[config.mk]
export PLATFORM = sky130hd
export DESIGN_NAME = mult4u_tr_sched
export DESIGN_NICKNAME = d
export VERILOG_FILES = /design/src/rtl/mult4u_tr_sched.sv
export SDC_FILE = /design/constraint.sdc
export NUM_CORES = 1
export LEC_CHECK = 0
export CAP_MARGIN = 40
export CORE_ASPECT_RATIO = 0.9
export CORE_MARGIN = 2
export CORE_UTILIZATION = 40
export CTS_BUF_LIST = sky130_fd_sc_hd__clkbuf_4
export DETAILED_ROUTE_END_ITERATION = 8
export DONT_BUFFER_PORTS = 1
export PLACE_DENSITY = 0.55
export RECOVER_POWER = 50
export SLEW_MARGIN = 20
export SYNTH_ARGS = -nofsm -noshare
export SYNTH_HDL_FRONTEND = slang
export SYNTH_SLANG_ARGS = --single-unit
[constraint.sdc]
create_clock -name clk -period 1.8 [get_ports clk]
set_input_delay 0.18 -clock clk [delete_from_list [all_inputs] [get_ports clk]]
set_output_delay 0.18 -clock clk [all_outputs]
set_load 0.03 [all_outputs]
[src/rtl/mult4u_tr_sched.sv]
// Time-redundant scheduler around one shared combinational 4x4 multiplier.
// Each operation is evaluated (A,B), then (B,A), and a voting third pass runs on mismatch.
module mult4u_tr_sched #(
  parameter int CNT_W   = 8,
  parameter bit SWAP_EN = 1'b1
) (
  input  logic             clk,
  input  logic             rst_n,
  input  logic             req0_valid,
  input  logic [3:0]       req0_a,
  input  logic [3:0]       req0_b,
  output logic             req0_ready,
  input  logic             req1_valid,
  input  logic [3:0]       req1_a,
  input  logic [3:0]       req1_b,
  output logic             req1_ready,
  output logic [3:0]       mul_a,
  output logic [3:0]       mul_b,
  input  logic [7:0]       mul_p,
  output logic             rsp_valid,
  input  logic             rsp_ready,
  output logic             rsp_id,
  output logic [7:0]       rsp_p,
  output logic             rsp_corr,
  output logic             rsp_err,
  output logic [CNT_W-1:0] err_count
);

  typedef enum logic [2:0] {IDLE, RUN1, RUN2, RUN3, RESP} state_t;

  state_t           r_state;
  state_t           w_state_next;
  logic             r_last_grant;
  logic             r_id;
  logic [3:0]       r_a;
  logic [3:0]       r_b;
  logic [7:0]       r_p1;
  logic [7:0]       r_p2;
  logic [7:0]       r_res;
  logic             r_corr;
  logic             r_err;
  logic [CNT_W-1:0] r_err_cnt;

  logic w_grant0;
  logic w_grant1;
  logic w_accept;
  logic w_sel;
  logic w_match12;
  logic w_vote_ok;
  logic w_cnt_max;

  // Round robin: on contention the requester that did not win last time goes.
  assign w_grant0 = req0_valid && (!req1_valid || r_last_grant);
  assign w_grant1 = req1_valid && (!req0_valid || !r_last_grant);

  assign req0_ready = (r_state == IDLE) && w_grant0;
  assign req1_ready = (r_state == IDLE) && w_grant1;
  assign w_accept   = req0_ready || req1_ready;
  assign w_sel      = req1_ready;

  assign w_match12 = (mul_p == r_p1);
  assign w_vote_ok = (mul_p == r_p1) || (mul_p == r_p2);
  assign w_cnt_max = (r_err_cnt == {CNT_W{1'b1}});

  always_ff @(posedge clk or negedge rst_n) begin
    if (!rst_n) begin
      r_state <= IDLE;
    end else begin
      r_state <= w_state_next;
    end
  end

  always_comb begin
    w_state_next = r_state;
    mul_a        = 4'd0;
    mul_b        = 4'd0;
    case (r_state)
      IDLE: begin
        if (w_accept) w_state_next = RUN1;
      end
      RUN1: begin
        mul_a        = r_a;
        mul_b        = r_b;
        w_state_next = RUN2;
      end
      RUN2: begin
        mul_a        = SWAP_EN ? r_b : r_a;
        mul_b        = SWAP_EN ? r_a : r_b;
        w_state_next = w_match12 ? RESP : RUN3;
      end
      RUN3: begin
        mul_a        = r_a;
        mul_b        = r_b;
        w_state_next = RESP;
      end
      RESP: begin
        if (rsp_ready) w_state_next = IDLE;
      end
      default: w_state_next = IDLE;
    endcase
  end

  always_ff @(posedge clk or negedge rst_n) begin
    if (!rst_n) begin
      r_last_grant <= 1'b1;
      r_id         <= 1'b0;
      r_a          <= 4'd0;
      r_b          <= 4'd0;
      r_p1         <= 8'd0;
      r_p2         <= 8'd0;
      r_res        <= 8'd0;
      r_corr       <= 1'b0;
      r_err        <= 1'b0;
      r_err_cnt    <= '0;
    end else begin
      case (r_state)
        IDLE: begin
          if (w_accept) begin
            r_a          <= w_sel ? req1_a : req0_a;
            r_b          <= w_sel ? req1_b : req0_b;
            r_id         <= w_sel;
            r_last_grant <= w_sel;
          end
        end
        RUN1: r_p1 <= mul_p;
        RUN2: begin
          r_p2 <= mul_p;
          if (w_match12) begin
            r_res  <= r_p1;
            r_corr <= 1'b0;
            r_err  <= 1'b0;
          end else if (!w_cnt_max) begin
            r_err_cnt <= r_err_cnt + 1'b1;
          end
        end
        RUN3: begin
          r_res  <= mul_p;
          r_corr <= w_vote_ok;
          r_err  <= !w_vote_ok;
        end
        default: ;
      endcase
    end
  end

  // Response fields read as zero outside RESP so idle outputs match reset.
  assign rsp_valid = (r_state == RESP);
  assign rsp_id    = rsp_valid && r_id;
  assign rsp_p     = rsp_valid ? r_res : 8'd0;
  assign rsp_corr  = rsp_valid && r_corr;
  assign rsp_err   = rsp_valid && r_err;
  assign err_count = r_err_cnt;

endmodule

==> results by group, run 1 <==
Outcome
  – Run status: finished with violations
  – Failing checks: setup timing

Finish
  – Fillers: 525
  – Final non-filler cell area: 3561 um^2
  – Commonest non-fill, non-tap cell in the layout: nand2_1
  – Share of cells above drive strength 1: 0.3236
  – Ant diodes: 0
  – Highest-count cells in the layout ignoring fill and taps: nand2_1 (49), dfrtp_1 (45), buf_4 (36)
  – Net count, final: 372
  – Area Overhead vs Synth: 42.87%

Clock network
  – Clk Tree Root Cell: clkbuf_4
  – CTS buffer count: 5
  – Htree depth: 2
  – CTS tree: done
  – Worst-Skew Late Latency: 0.38 ns
  – CTS Buffer Depth: 2
  – Worst-path clk slew: 0.13 ns
  – # clock sinks: 47

Routing
  – Wire per inst: 16.62 um
  – Drt pass-1 iters: 5
  – DRT antenna net count: 0
  – Vias: 2283
  – DRC Markers: 0
  – Vias per cell: 5.501
  – Routed WL: slightly below 7000 um
  – Initial DRC count: 123

Critical path
  – Crit-path max FO: 5
  – CP Launch Type: flop
  – R2R Setup Slk: ~0.080 ns
  – R2R depth: 6
  – R2R Path End: err_count[1]$_DFFE_PN0P_
  – RR Startpoint: r_state[0]$_DFFE_PN0P_
  – Setup crit end kind: primary output
  – Worst EP arrival: 1.66 ns
  – Worst path required time: 1.62 ns
  – CP Class: reg -> out

Timing
  – Hold WS: 0.1022 ns
  – Worst slew pin tran: 1.182 ns
  – Final worst setup slack: -0.04039 ns
  – Max Freq: 543.4 MHz
  – Skew final: 0.01961 ns
  – Final Hold Violating Endpoints: 0
  – RSZ-0062 raised after global routing: yes
  – Total negative slack: -0.3051 ns
  – Tmin final: 1.840 ns
  – Relative slew margins: 0.2118
  – Setup-failing EPs final: 12
  – Period Utilization, post-route: 1.022
  – Fin. max-slew vios: 0

Logic synthesis
  – Synth unique cells: between 40 and 50
  – Yosys warns: 0
  – Post-synth ARST share: 1.000
  – Post-Syn Instances: 264
  – Synthesized area: 2492 um^2
  – Number of synthesized flops with an enable pin: 0
  – Fraction of synthesized area in multiplexers: 0.04518
  – Largest family of logic cells by synthesized area: simple AND/OR/NAND/NOR gates
  – Syn Nets: 294
  – Main flop type after synthesis: dfrtp_1
  – Number of synthesized register bits: 47
  – Post-Synth Adder-Cell Area: 0.005020
  – Avg Cell Area, Syn: 9.441 um^2
  – Synth Area in Compound Gates: 0.09940
  – Synth Area in XOR/XNOR: 0.07380
  – Seq/Total Area, Yosys: 0.4724
  – Synth Area in Simple Gates: 0.2686

Die
  – Initial Util: 0.4099
  – # IOs: 59
  – Die area: 6879 um^2
  – Die X: 87.21 um
  – Std-Cell Rows: 27
  – Die H: 78.89 um
  – Core area: between 6000 and 7000 um^2

Global route
  – GR Layer Usage met2: 0.3183
  – Total Routing Usage GR: 0.2108
  – First-pass GRT wire length: 11280 um
  – GRT Max-Usage Layer: met2
  – Largest net degree at the start of global routing: 48
  – GRT overflow: 0
  – GR Util met1: 0.3018
  – Antenna violations before repair: 0
  – Vias in the first global route: 2212
  – Met3 Track Usage GR: 0.05613

Run
  – # Max-Cap Violations: 0

Placement
  – PortBufs: 0
  – Post-Place Cell Area: about 3000 um^2
  – Gpl congestion: slightly below 0.8
  – HPWL after DPL: 4321 um
  – Pre-CTS setup slack: 0.1353 ns

Hold path
  – Hold_sp: req1_valid
  – Hold EP: r_last_grant$_DFFE_PN1P_
  – Worst min-delay path class: in -> reg
  – Min-Delay Path Depth: 3

Power
  – Max VDD drop: between 0.5 and 0.6 mV
  – PwrDens: 1744 nW/um^2
  – Static leakage power: 0.001565 uW
-- worst max path at each step --
stage | to | depth (start not counted) | startpoint
after CTS | rsp_p[2] | 5 | r_state[0]$_DFFE_PN0P_
final | rsp_p[2] | 5 | r_state[0]$_DFFE_PN0P_
after floorplan | rsp_id | 3 | r_state[1]$_DFFE_PN0P_
after global placement | err_count[6]$_DFFE_PN0P_ | 4 | r_state[1]$_DFFE_PN0P_
after global routing | req1_ready | 6 | r_state[0]$_DFFE_PN0P_
after detailed placement | r_res[1]$_DFFE_PN0P_ | 5 | r_p1[0]$_DFFE_PN0P_
-- flip-flops by register name, indices dropped and copies added (netlist names) --
| signal | count |
|---|---|
| r_p1 | 8 |
| r_state | 3 |
| r_err | 1 |
| r_last_grant | 1 |
| r_p2 | 8 |
| r_corr | 1 |
| r_b | 4 |
| err_count | 8 |
| r_id | 1 |
| r_a | 4 |
| r_res | 8 |
-- layout make-up --
cell class	count	area, um^2	share of cell area
clock buffer	7	52.55	0.01476
clock inverter	1	5.005	0.001405
inverter	4	18.77	0.005271
multi-input combinational	198	1339	0.3760
sequential	47	1179	0.3310
tap	72	90.09	0.02530
timing repair buffer	86	877.1	0.2463
-- report_power, final --
part,internal [uW],switching (uW),leakage (uW)
sequential,1570,443,0.000562
clock,183,350,0.0000361
combinational,1660,2000,0.000967
-- kinds of logic after synthesis --
logic type / after synthesis
compound gates: 36
xor+xnor: 21
fa+ha+maj: 1
buf+inv: 19
flops: 47
mux: 10
simple gates: 130
-- synth_stat cells (2+ instances only) --
library cell	number	area [um^2]
nand2_1	49	183.9
dfrtp_1	46	1151
nor3_1	21	105.1
nor2_1	17	63.81
xor2_1	13	113.9
and2_1	11	68.82
nor4_1	10	62.56
a31oi_1	9	56.30
a22oi_1	8	60.06
mux2_2	8	90.09
o22ai_1	8	50.05
xnor2_1	8	70.07
clkbuf_1	6	22.52
buf_2	5	25.02
nand3_1	5	25.02
a21o_1	3	22.52
inv_1	3	11.26
nand2b_1	3	18.77
a211oi_1	2	15.01
a21oi_1	2	10.01
buf_1	2	7.510
mux2_1	2	22.52
nand4_1	2	12.51
nand4_2	2	25.02
nor4_2	2	25.02
o21ai_0	2	10.01
-- through the flow --
stage | power [uW] | util | std cells
floorplan | 4170 | - | 264
finish | 6209 | 0.5856 | 415
global route | 6676 | 0.5856 | 415
CTS | 6067 | 0.5718 | 409
global placement | 5157 | 0.4928 | 367
detailed placement | 5213 | 0.4928 | 367
-- per-layer routing --
layer | part of all wire | wire (um) | up-vias
met5 | 0 | 0 | -
met4 | 0.010 | 70 | 0
met3 | 0.051 | 351 | 6
met2 | 0.47 | 3246 | 50
met1 | 0.47 | 3229 | 1145
li1 | - | - | 1082
-- worst max-delay path: stages, from the launching register on --
cell	delay [ns]
dfrtp_1	0.43
buf_6	0.13
nor3b_4	0.29
buf_6	0.18
and2_4	0.15
buf_12	0.11
-- repair_timing --
action | CTS | global route
pin swaps | 12 | 8
hold buffers | 27 | 0
buffers inserted | 6 | 6
hold endpoints to repair | 80 | 0
endpoints found under the setup margin | 18 | 31
cloned | 1 | 0
resized for setup | 26 | 13
Note: power is estimated with default switching activity, not from simulation.
==> run 2: changes to the inputs <==
--- a/config.mk
+++ b/config.mk
@@ -6,7 +6,7 @@
 export NUM_CORES = 1
 export LEC_CHECK = 0
 export CAP_MARGIN = 40
-export CORE_ASPECT_RATIO = 0.9
+export CORE_ASPECT_RATIO = 1.5
 export CORE_MARGIN = 2
 export CORE_UTILIZATION = 40
 export CTS_BUF_LIST = sky130_fd_sc_hd__clkbuf_4
==> constraint.sdc (replaced) <==
create_clock -name clk -period 2.28 [get_ports clk]
set_input_delay 0.228 -clock clk [delete_from_list [all_inputs] [get_ports clk]]
set_output_delay 0.228 -clock clk [all_outputs]
set_load 0.03 [all_outputs]
==> results by group, run 2 (synthesis gave the netlist of run 1 again) <==
Finish
  – Net count, final: 327 (was 372)
  – Share of cells above drive strength 1: 0.1544 (was 0.3236)
  – Fillers: 601 (was 525)
  – Highest-count cells in the layout ignoring fill and taps: nand2_1 (49), dfrtp_1 (46), nor3_1 (21) (was nand2_1 (49), dfrtp_1 (45), buf_4 (36))
  – Register Area: 1177 um^2 (was 1179 um^2)
  – Commonest non-fill, non-tap cell in the layout: nand2_1 (unchanged)
  – Utilization after layout: 0.4800 (was 0.5856)
  – Multi-input logic area: 1232 um^2 (was 1339 um^2)
  – Ant diodes: 0 (unchanged)
  – Area Overhead vs Synth: 17.22% (was 42.87%)

Global route
  – Antenna violations before repair: 0 (unchanged)
  – GRT overflow: 0 (unchanged)
  – Total Routing Usage GR: 0.1858 (was 0.2108)
  – Largest net degree at the start of global routing: 48 (unchanged)
  – Vias in the first global route: 1971 (was 2212)
  – First-pass GRT wire length: 9632 um (was 11280 um)

Routing
  – Vias: 2033 (was 2283)
  – Routed WL: 6094 um (was 6898 um)
  – DRT antenna net count: 0 (unchanged)
  – Drt pass-1 iters: 4 (was 5)
  – Vias per cell: 5.465 (was 5.501)
  – DRC Markers: 0 (unchanged)
  – Wire per inst: 16.38 um (was 16.62 um)
  – Initial DRC count: 65 (was 123)

Placement
  – HPWL after DPL: 4131 um (was 4321 um)
  – Gpl congestion: 0.7681 (was 0.7893)
  – PortBufs: 0 (unchanged)

Critical path
  – Worst path required time: 2.05 ns (was 1.62 ns)
  – R2R depth: 4 (was 6)
  – CP Class: reg -> out (unchanged)
  – Cell Chain, Critical Path: buf_4 > nor3_1 > nand3_1 > buf_4 > inv_1 > buf_4 (was buf_6 > nor3b_4 > buf_6 > and2_4 > buf_12)
  – Worst EP arrival: 1.83 ns (was 1.66 ns)
  – Setup crit end kind: primary output (unchanged)
  – CP Launch Type: flop (unchanged)
  – Slowest Stage Delay on Critical Path: 0.42 ns (was 0.43 ns)
  – Crit-path max FO: 13 (was 5)
  – Buf/Inv on CP: 4 (was 3)
  – Crit-path slowest cell: dfrtp_1 (unchanged)
  – Stages on worst setup path: 6 (was 5)
  – Delay-heaviest family, CP: buffers and inverters (was simple AND/OR/NAND/NOR gates)
  – Cell mode on critical path: buf_4 (was buf_6)

Die
  – Std-Cell Rows: 35 (was 27)
  – Die H: 100.7 um (was 78.89 um)
  – Core area: 6087 um^2 (was 6081 um^2)
  – # IOs: 59 (unchanged)
  – Die X: 68.45 um (was 87.21 um)
  – Die area: 6891 um^2 (was 6879 um^2)
  – Initial Util: 0.4095 (was 0.4099)

Run
  – # Max-Cap Violations: 0 (unchanged)

Timing
  – Relative slew margins: 0.2095 (was 0.2118)
  – RSZ-0062 raised after global routing: no (was yes)
  – Period Utilization, post-route: 0.9042
  – Worst slew pin tran: 1.186 ns (was 1.182 ns)
  – Total negative slack: 0 ns (was -0.3051 ns)
  – Setup-failing EPs final: 0 (was 12)
  – Tmin final: 2.062 ns
  – Final Hold Violating Endpoints: 0 (unchanged)
  – Skew final: 0.01082 ns (was 0.01961 ns)
  – Max Freq: 485.1 MHz
  – Fin. max-slew vios: 0 (unchanged)

Power
  – Register share of total power: 0.416 (was 0.325)
  – Combinational share of power: 0.493 (was 0.589)
  – PwrDens: 1450 nW/um^2 (was 1744 nW/um^2)
  – Clock power frac: 0.092 (was 0.086)
  – Switching share of power: 0.4687 (was 0.4500)
  – Max VDD drop: 0.8646 mV (was 0.5715 mV)
  – P_int: 2250 uW (was 3415 uW)
  – Switching power: 1985 uW (was 2794 uW)
  – Static leakage power: 0.001277 uW (was 0.001565 uW)

Hold path
  – Min-Delay Path Depth: 2 (was 3)
  – Worst min-delay path class: in -> reg (unchanged)

Clock network
  – CTS Buffer Depth: 2 (unchanged)
  – Worst-Skew Late Latency: 0.36 ns (was 0.38 ns)
  – Htree depth: 2 (unchanged)
  – Worst-path clk slew: 0.13 ns (about the same)
  – CTS buffer count: 5 (unchanged)
  – Clk Tree Root Cell: clkbuf_4 (unchanged)
  – # clock sinks: 47 (unchanged)
  – Post-CTS Setup Bufs: 0 (was 6)
  – CTS tree: done (unchanged)

Outcome
  – Run status: complete, no violations (was finished with violations)
run 2: cell types whose count changed in the layout (fill, tap and decap cells not counted), moves of 2 or more:
cell	change
a22oi_1	+8
a22oi_2	-8
and2_1	+11
and2_4	-11
buf_12	-12
buf_4	-17
buf_6	-8
clkbuf_1	-2
clkinv_1	+3
dlygate4sd3_1	-6
nor3_1	+2
nor3_2	-2
run 2: power groups by stage:
stage / clock, uW / combinational [uW] / sequential [uW]
after floorplan: 0 / 1620 / 1670
after global placement: 0 / 2040 / 1770
after detailed placement: 0 / 2070 / 1780
after CTS: 403 / 2120 / 1760
after global routing: 430 / 2310 / 1830
final: 388 / 2090 / 1760
run 2: final timing paths:
kind | from | endpoint | slack (ns)
min in group asynchronous | rst_n | err_count[0]$_DFFE_PN0P_ | 0.64
worst min-delay path | req0_a[2] | r_a[2]$_DFFE_PN0P_ | 0.01
worst min register to register | r_last_grant$_DFFE_PN1P_ | r_last_grant$_DFFE_PN1P_ | 0.48
max in group asynchronous | rst_n | r_res[6]$_DFFE_PN0P_ | 0.92
worst max-delay path | r_state[2]$_DFFE_PN0P_ | req1_ready | 0.22
worst max register to register | r_state[1]$_DFFE_PN0P_ | err_count[1]$_DFFE_PN0P_ | 0.33
run 2: cell type report:
class	count	area share
clock buffers	6	0.01542
clock inverters	2	0.002570
inverters	4	0.005139
multi-input cells	198	0.4218
flip-flops and latches	47	0.4030
well taps	74	0.03169
repair buffers	41	0.1203
run 2: repair_timing:
| item | CTS | global route |
|---|---|---|
| resized for setup | 0 | 1 |
| hold buffers | 12 | 9 |
| endpoints found under the hold margin | 57 | 9 |
| setup endpoints to repair | 0 | 4 |
run 2: through the flow:
stage | power, uW | worst slack [ns] | hold slack [ns] | cell area (um^2) | instances
after floorplan | 3292 | 0.4854 | -0.06759 | 2492 | 264
after global placement | 3816 | 0.5394 | -0.06635 | 2666 | 343
final | 4235 | 0.2185 | 0.01371 | 2922 | 372
after global routing | 4576 | 0.07521 | 0.003188 | 2922 | 372
after detailed placement | 3850 | 0.4878 | -0.06586 | 2666 | 343
after CTS | 4279 | 0.1779 | 0.003151 | 2856 | 363
run 2: layer usage:
metal  vias to the layer above  track usage  share of wire
met3                         4      0.04581          0.040
met5                         -            0              0
met2                        38       0.3114           0.54
met4                         0      0.04462         0.0077
met1                      1001       0.2360           0.41
li1                        990            -              -
run 2: worst register-to-register path: stages, from the launching register on:
cell and delay (ns):
dfrtp_1 0.51, and2b_1 0.48, nand2b_4 0.20, a311oi_2 0.31
mux2_1 0.35
